<file path="config.mk">
export PLATFORM = sky130hd
export DESIGN_NAME = cdc_handshake_tx_flat
export DESIGN_NICKNAME = d
export VERILOG_FILES = /design/src/rtl/cdc_handshake_tx_if.sv /design/src/rtl/cdc_handshake_tx.sv /design/src/flat_wrapper.sv
export SDC_FILE = /design/constraint.sdc
export NUM_CORES = 1
export LEC_CHECK = 0
export ABC_AREA = 1
export CAP_MARGIN = 0
export CORE_UTILIZATION = 40
export CTS_CLUSTER_SIZE = 24
export DETAILED_ROUTE_END_ITERATION = 8
export PLACE_DENSITY = 0.76
export SETUP_SLACK_MARGIN = 0.15
export SYNTH_ARGS = -nofsm -noshare
export SYNTH_HDL_FRONTEND = slang
export SYNTH_SLANG_ARGS = --single-unit
</file>
<file path="constraint.sdc">
create_clock -name clk -period 1.2 [get_ports clk]
set_input_delay 0.36 -clock clk [delete_from_list [all_inputs] [get_ports clk]]
set_output_delay 0.36 -clock clk [all_outputs]
set_load 0.005 [all_outputs]
</file>
<file path="src/rtl/cdc_handshake_tx_if.sv">
// Handshake bundle for cdc_handshake_tx: local valid/ready source side
// plus the req/ack/data lines that cross into the remote clock domain.
interface cdc_handshake_tx_if #(
  parameter int DATA_WIDTH = 8
);
  logic                  s_valid;
  logic                  s_ready;
  logic [DATA_WIDTH-1:0] s_data;
  logic                  xfer_req;
  logic [DATA_WIDTH-1:0] xfer_data;
  logic                  xfer_ack_async;
  logic                  done;
  logic                  err;

  modport master (
    input  s_valid,
    input  s_data,
    input  xfer_ack_async,
    output s_ready,
    output xfer_req,
    output xfer_data,
    output done,
    output err
  );

  modport slave (
    output s_valid,
    output s_data,
    output xfer_ack_async,
    input  s_ready,
    input  xfer_req,
    input  xfer_data,
    input  done,
    input  err
  );
endinterface

</file>
<file path="src/rtl/cdc_handshake_tx.sv">
// Transmit end of a 4-phase req/ack clock-domain crossing.
// Optional ack timeout: define CDC_TX_TIMEOUT_EN.
module cdc_handshake_tx #(
  parameter int DATA_WIDTH     = 8,
  parameter int SYNC_STAGES    = 3,
  parameter int TIMEOUT_CYCLES = 1024
) (
  input logic               clk,
  input logic               reset,
  cdc_handshake_tx_if.master bus
);

  if (SYNC_STAGES < 2 || TIMEOUT_CYCLES < 1) begin : g_bad_cfg
    $error("cdc_handshake_tx: bad parameters");
  end

  localparam int CW = $clog2(SYNC_STAGES + 1);

  typedef enum logic [1:0] {
    SETTLE,
    IDLE,
    REQ,
    DROP
  } state_e;

  state_e                  state_q;
  logic [CW-1:0]           cnt_q;
  logic [SYNC_STAGES-1:0]  sync_q;
  logic [SYNC_STAGES-1:0]  sync_d;
  logic                    req_q;
  logic [DATA_WIDTH-1:0]   data_q;
  logic                    done_q;
  logic                    ack_s;
  logic                    accept;

  assign sync_d = {sync_q[SYNC_STAGES-2:0], bus.xfer_ack_async};
  assign ack_s  = sync_q[SYNC_STAGES-1];

  always_ff @(posedge clk or posedge reset) begin
    if (reset) begin
      sync_q <= '0;
    end else begin
      sync_q <= sync_d;
    end
  end

  // A stale ack seen in IDLE blocks new words until the remote side lets go
  assign bus.s_ready = (state_q == IDLE) && !ack_s;
  assign accept      = bus.s_valid && bus.s_ready;

`ifdef CDC_TX_TIMEOUT_EN
  localparam int TW = $clog2(TIMEOUT_CYCLES + 1);

  logic [TW-1:0] tmo_q;
  logic          err_q;

  always_ff @(posedge clk or posedge reset) begin
    if (reset) begin
      state_q <= SETTLE;
      cnt_q   <= '0;
      req_q   <= 1'b0;
      data_q  <= '0;
      done_q  <= 1'b0;
      tmo_q   <= '0;
      err_q   <= 1'b0;
    end else begin
      done_q <= 1'b0;
      unique case (state_q)
        SETTLE: begin
          if (cnt_q != CW'(SYNC_STAGES)) begin
            cnt_q <= cnt_q + 1'b1;
          end else if (!ack_s) begin
            state_q <= IDLE;
          end
        end
        IDLE: begin
          if (accept) begin
            data_q  <= bus.s_data;
            req_q   <= 1'b1;
            tmo_q   <= '0;
            err_q   <= 1'b0;
            state_q <= REQ;
          end
        end
        REQ: begin
          if (ack_s) begin
            req_q   <= 1'b0;
            state_q <= DROP;
          end else if (tmo_q == TW'(TIMEOUT_CYCLES - 1)) begin
            req_q   <= 1'b0;
            err_q   <= 1'b1;
            state_q <= DROP;
          end else begin
            tmo_q <= tmo_q + 1'b1;
          end
        end
        DROP: begin
          if (!ack_s) begin
            // A timed-out word never completed, so it gets no done pulse
            done_q  <= !err_q;
            state_q <= IDLE;
          end
        end
        default: state_q <= SETTLE;
      endcase
    end
  end

  assign bus.err = err_q;
`else
  always_ff @(posedge clk or posedge reset) begin
    if (reset) begin
      state_q <= SETTLE;
      cnt_q   <= '0;
      req_q   <= 1'b0;
      data_q  <= '0;
      done_q  <= 1'b0;
    end else begin
      done_q <= 1'b0;
      unique case (state_q)
        SETTLE: begin
          if (cnt_q != CW'(SYNC_STAGES)) begin
            cnt_q <= cnt_q + 1'b1;
          end else if (!ack_s) begin
            state_q <= IDLE;
          end
        end
        IDLE: begin
          if (accept) begin
            data_q  <= bus.s_data;
            req_q   <= 1'b1;
            state_q <= REQ;
          end
        end
        REQ: begin
          if (ack_s) begin
            req_q   <= 1'b0;
            state_q <= DROP;
          end
        end
        DROP: begin
          if (!ack_s) begin
            done_q  <= 1'b1;
            state_q <= IDLE;
          end
        end
        default: state_q <= SETTLE;
      endcase
    end
  end

  assign bus.err = 1'b0;
`endif

  assign bus.xfer_req  = req_q;
  assign bus.xfer_data = data_q;
  assign bus.done      = done_q;

endmodule

</file>
<file path="src/flat_wrapper.sv">
// flat-port wrapper written by rule: the top's interface ports become plain ports
module cdc_handshake_tx_flat 
#(
  parameter int DATA_WIDTH     = 8,
  parameter int SYNC_STAGES    = 3,
  parameter int TIMEOUT_CYCLES = 1024
)
  (clk, reset, bus_s_valid, bus_s_data, bus_xfer_ack_async, bus_s_ready, bus_xfer_req, bus_xfer_data, bus_done, bus_err);
  cdc_handshake_tx_if #(.DATA_WIDTH(DATA_WIDTH)) bus_i ();
  input logic clk;
  input logic reset;
  input wire logic [$bits(bus_i.s_valid)-1:0] bus_s_valid;
  input wire logic [$bits(bus_i.s_data)-1:0] bus_s_data;
  input wire logic [$bits(bus_i.xfer_ack_async)-1:0] bus_xfer_ack_async;
  output wire logic [$bits(bus_i.s_ready)-1:0] bus_s_ready;
  output wire logic [$bits(bus_i.xfer_req)-1:0] bus_xfer_req;
  output wire logic [$bits(bus_i.xfer_data)-1:0] bus_xfer_data;
  output wire logic [$bits(bus_i.done)-1:0] bus_done;
  output wire logic [$bits(bus_i.err)-1:0] bus_err;
  assign bus_i.s_valid = bus_s_valid;
  assign bus_i.s_data = bus_s_data;
  assign bus_i.xfer_ack_async = bus_xfer_ack_async;
  assign bus_s_ready = bus_i.s_ready;
  assign bus_xfer_req = bus_i.xfer_req;
  assign bus_xfer_data = bus_i.xfer_data;
  assign bus_done = bus_i.done;
  assign bus_err = bus_i.err;
  cdc_handshake_tx #(.DATA_WIDTH(DATA_WIDTH), .SYNC_STAGES(SYNC_STAGES), .TIMEOUT_CYCLES(TIMEOUT_CYCLES)) u_core (.clk(clk), .reset(reset), .bus(bus_i));
endmodule
</file>
# Word level (Yosys, flattened, before mapping)
# Index checks and enable logic that the tools add are counted.
word_totals:
  input_bits: 12
  out_inout_bits: 12
  elab_cells: 33
  register_bits: 17
classes:
  n_eq_ne: 7
  muxes: 10
  reduce_logical: 9
  addsub: 1
op_table:
  columns: ["op", "count"]
  rows:
  - ["2-bit two-way mux", 4]
  - ["2-bit case mux with 4 select lines", 1]
  - ["3-bit AND reduction", 2]
  - ["2-bit == test (second input constant)", 2]
  - ["1-bit two-way mux", 4]
  - ["2-bit by 1-bit inequality test with 1-bit output (second input constant)", 2]
  - ["2-bit inequality test (second input constant)", 2]
  - ["2-bit AND reduction", 2]
  - ["2-bit by 1-bit adder with 2-bit output (second input constant)", 1]
  - ["2-bit by 1-bit == test with 1-bit output (second input constant)", 1]
  - ["1-bit logical AND", 2]
  - ["2-bit zero test", 1]
  - ["1-bit case mux with 2 select lines", 1]
  - ["2-bit nonzero test", 1]
  - ["1-bit zero test", 1]

# Longest topological paths before layout
logic_depth:
  word_depth: 5
  mapped_depth: 9
  mapped_depth_nobuf: 9

# Worst setup path after synthesis
# No wires, ideal clock.
synth_timing:
  path_type: "register to output"
  from: "reg u_core.state_q[1]"
  to: "out bus_s_ready"
  path_slack_ns: -0.082
  path_buffers: 0
  path_stages_with_launch: 5
  arrival_time_ns: 0.922
  required_ns: 0.840
  path_cell_list: "dfrtp_1 > inv_1 > ha_1 > inv_2 > nor2_4"
synth_between:
  elab_chain_len: 2
synth_lines:
  columns: ["element", "line_no", "source"]
  rows:
  - ["from (decl)", "cdc_handshake_tx.sv:26", "state_e state_q;"]
  - ["from (signal assigned)", "cdc_handshake_tx.sv:113", "state_q <= SETTLE;"]
  - ["from (signal assigned)", "cdc_handshake_tx.sv:125", "state_q <= IDLE;"]
  - ["from (signal assigned)", "cdc_handshake_tx.sv:132", "state_q <= REQ;"]
  - ["2-bit by 1-bit == test with 1-bit output", "cdc_handshake_tx.sv:48", "assign bus.s_ready = (state_q == IDLE) && !ack_s;"]
  - ["1-bit logical AND", "cdc_handshake_tx.sv:48", null]
  - ["to (decl)", "flat_wrapper.sv:15", "output wire logic [$bits(bus_i.s_ready)-1:0] bus_s_ready;"]
# No other way between the ends.

# Final worst setup path
# Ends and elaborated chain as after synthesis.

==> results.ini <==
[synth]
synth_nets=99
ys_ff_latch=17
ys_warn_count=0
synth.distinct_cells=17
synth.avg_cell_area_sq_um=9.61
synth_top_area_cell=dfrtp_1
synth-main-ff-cell=dfrtp_1
synth_top_area_share_pct=54.0
ys_seq_area_share_pct=54.0
synthCells=82
netlist_area_sq_um=788
synth.most_common_cell=nand2_1
synth_commonest_cells=nand2_1, dfrtp_1, nand3_1
synthArstFlopShare_pct=100
netlist_top_cells_area=dfrtp_1, nand2_1, ha_1, nand3_1, inv_1
synth_edf_count=0

[placement]
numPortBuffers=22
gp_congestion=0.802
placedCellCount=137
dp_hpwl_microns=1230
dp_slack_ns=-0.398

[setup_path]
endpoint_kind=primary output
required_ns=0.84
crit_arrival_ns=1.14
crit_path_start_kind=flop
critPathKind=reg2out
cp_max_fo=2
r2r_slack_ns=-0.30

[routing]
wl_per_cell_microns=11.9
drtAntennaViolNets=0
drc_errors=0
vias=688
first_iter_violations=11
via_per_inst=4.50
wl_microns=1810
firstDrtPassIters=4

[outcome]
violations=negative setup slack
outcome=complete, but fails checks

[power_and_ir_drop]
ir_worst_vdd_mv=1.32
p_total_mw=2.73
leakage_nw=0.656
power_density_nw_per_um2=2250

[cts]
htreeDepth=1
cts_hold_buf=0
cts_root_buf=clkbuf_4
clockBufferDepth=2
cts_inserted_buffers=3
clk_latency_ns=0.29
cts_tree=done
clkSlewWorstSetupHoldPaths_ns=0.10
cts_sinks=17

[timing]
setup-tns-final_ns=-1.29
fmax_ghz=0.668
worst_slack_ns=-0.298
finalMaxSlewViolations=0
timing.final.crit_period_ns=1.50
rsz0062_at_grt=true
post-route-period-util_pct=125
clock_skew_ns=0.00395
hold_viol_final=0
setup_viol=8

[final_layout]
final_net_count=146
drive_gt1_share_pct=38.3
fin_cells=153
fin_util_pct=67.9
antenna_cells=0
area_growth_pct=53.7

[grt]
grt-ovfl-total=0
antenna_found_initial=0
grt_pass1_vias=606
grt_max_degree=18
grt.total_usage_pct=19.1
grt_pass1_wl_microns=2750

[die]
fp.dieH_microns=46.4
coreArea_sq_um=1780
io_pins=24
dieArea_sq_um=2150
start_util_pct=44.2
die_w_microns=46.4
rows=15

[flow_run]
drv_cap=0

[min_path]
min-delay-path-class=reg2reg

## worst max-delay path, cell delays in order (launching register included)
cell	delay, ns
dfrtp_1	0.40
inv_2	0.08
ha_4	0.14
inv_4	0.04
nor2_4	0.07
buf_2	0.12
## metrics by stage
stage                     area [sq um]  hold WS, ns
after floorplan                    813        0.286
after global placement            1130        0.333
after detailed placement          1130        0.336
after CTS                         1180        0.361
after global routing              1210        0.367
final                             1210        0.361
## state kept, by name, summed over array words and instances (netlist names)
register,count
u_core.state_q,2
u_core.sync_q,3
u_core.bus.xfer_req,1
u_core.cnt_q,2
u_core.bus.xfer_data,8
u_core.bus.done,1
## final timing paths
path	cells after the start	startpoint	endpoint
setup reg to reg	11	u_core.state_q[0]	u_core.state_q[1]
min in group asynchronous	3	reset	u_core.bus.xfer_data[3]
max in group asynchronous	3	reset	u_core.state_q[1]
setup / recovery	5	u_core.state_q[1]	bus_s_ready
hold reg to reg	0	u_core.sync_q[1]	u_core.sync_q[2]
hold / removal	0	u_core.sync_q[1]	u_core.sync_q[2]
## layer usage
layer	routed length, microns	up-vias	part of all wire (%)	track usage (%)
met4	53	0	2.9	8.82
met2	960	18	53	30.8
met5	0	-	0	0
li1	-	346	-	-
met1	742	316	41	24.6
met3	58	8	3.2	3.53
## cell type report
type	count	area (sq um)
Fill cell	140	572
Sequential cell	17	425
Timing Repair Buffer	44	350
Multi-Input combinational cell	53	334
Inverter	10	42.5
Tap cell	25	31.3
Clock buffer	3	22.5
Clock inverter	1	5.00
## power by group
group	switching (mW)	internal (mW)
Clock	0.188	0.124
Sequential	0.0999	0.770
Combinational	0.703	0.844
Total	0.991	1.74
## cells in the final DEF, fill, tap and decap left out
master / netlist / final
clkinv_2: 0 / 1
nand2_1: 27 / 26
ha_1: 5 / 3
buf_4: 1 / 19
inv_2: 1 / 2
buf_6: 1 / 2
or2_4: 1 / 1
nor2_4: 1 / 1
inv_1: 9 / 6
ha_4: 0 / 2
o21ai_4: 1 / 1
xnor2_1: 1 / 1
nor2_1: 1 / 1
dfrtp_1: 17 / 17
nand3_1: 10 / 10
clkbuf_4: 0 / 3
nand2_4: 1 / 1
buf_12: 0 / 1
conb_1: 1 / 1
clkdlybuf4s50_1: 0 / 11
inv_4: 0 / 2
nand3_2: 1 / 1
nand2_2: 0 / 1
nand4_1: 3 / 3
buf_2: 0 / 11
## cell families (layout without fill, tap and decap cells)
group	Yosys count	after routing	share of synthesized area, %
other cells	1	1	0.476
simple gates	45	45	27.3
flops	17	17	54.0
fa+ha+maj	5	5	7.94
compound gates	1	1	2.06
xor+xnor	1	1	1.11
buf+inv	12	58	7.14
## what timing repair did
item	in CTS	in global routing
endpoints found under the setup margin	24	25
buffers inserted	8	4
pin swaps	4	0
resized for setup	49	1
No activity file was read; power rests on OpenSTA's default activity.
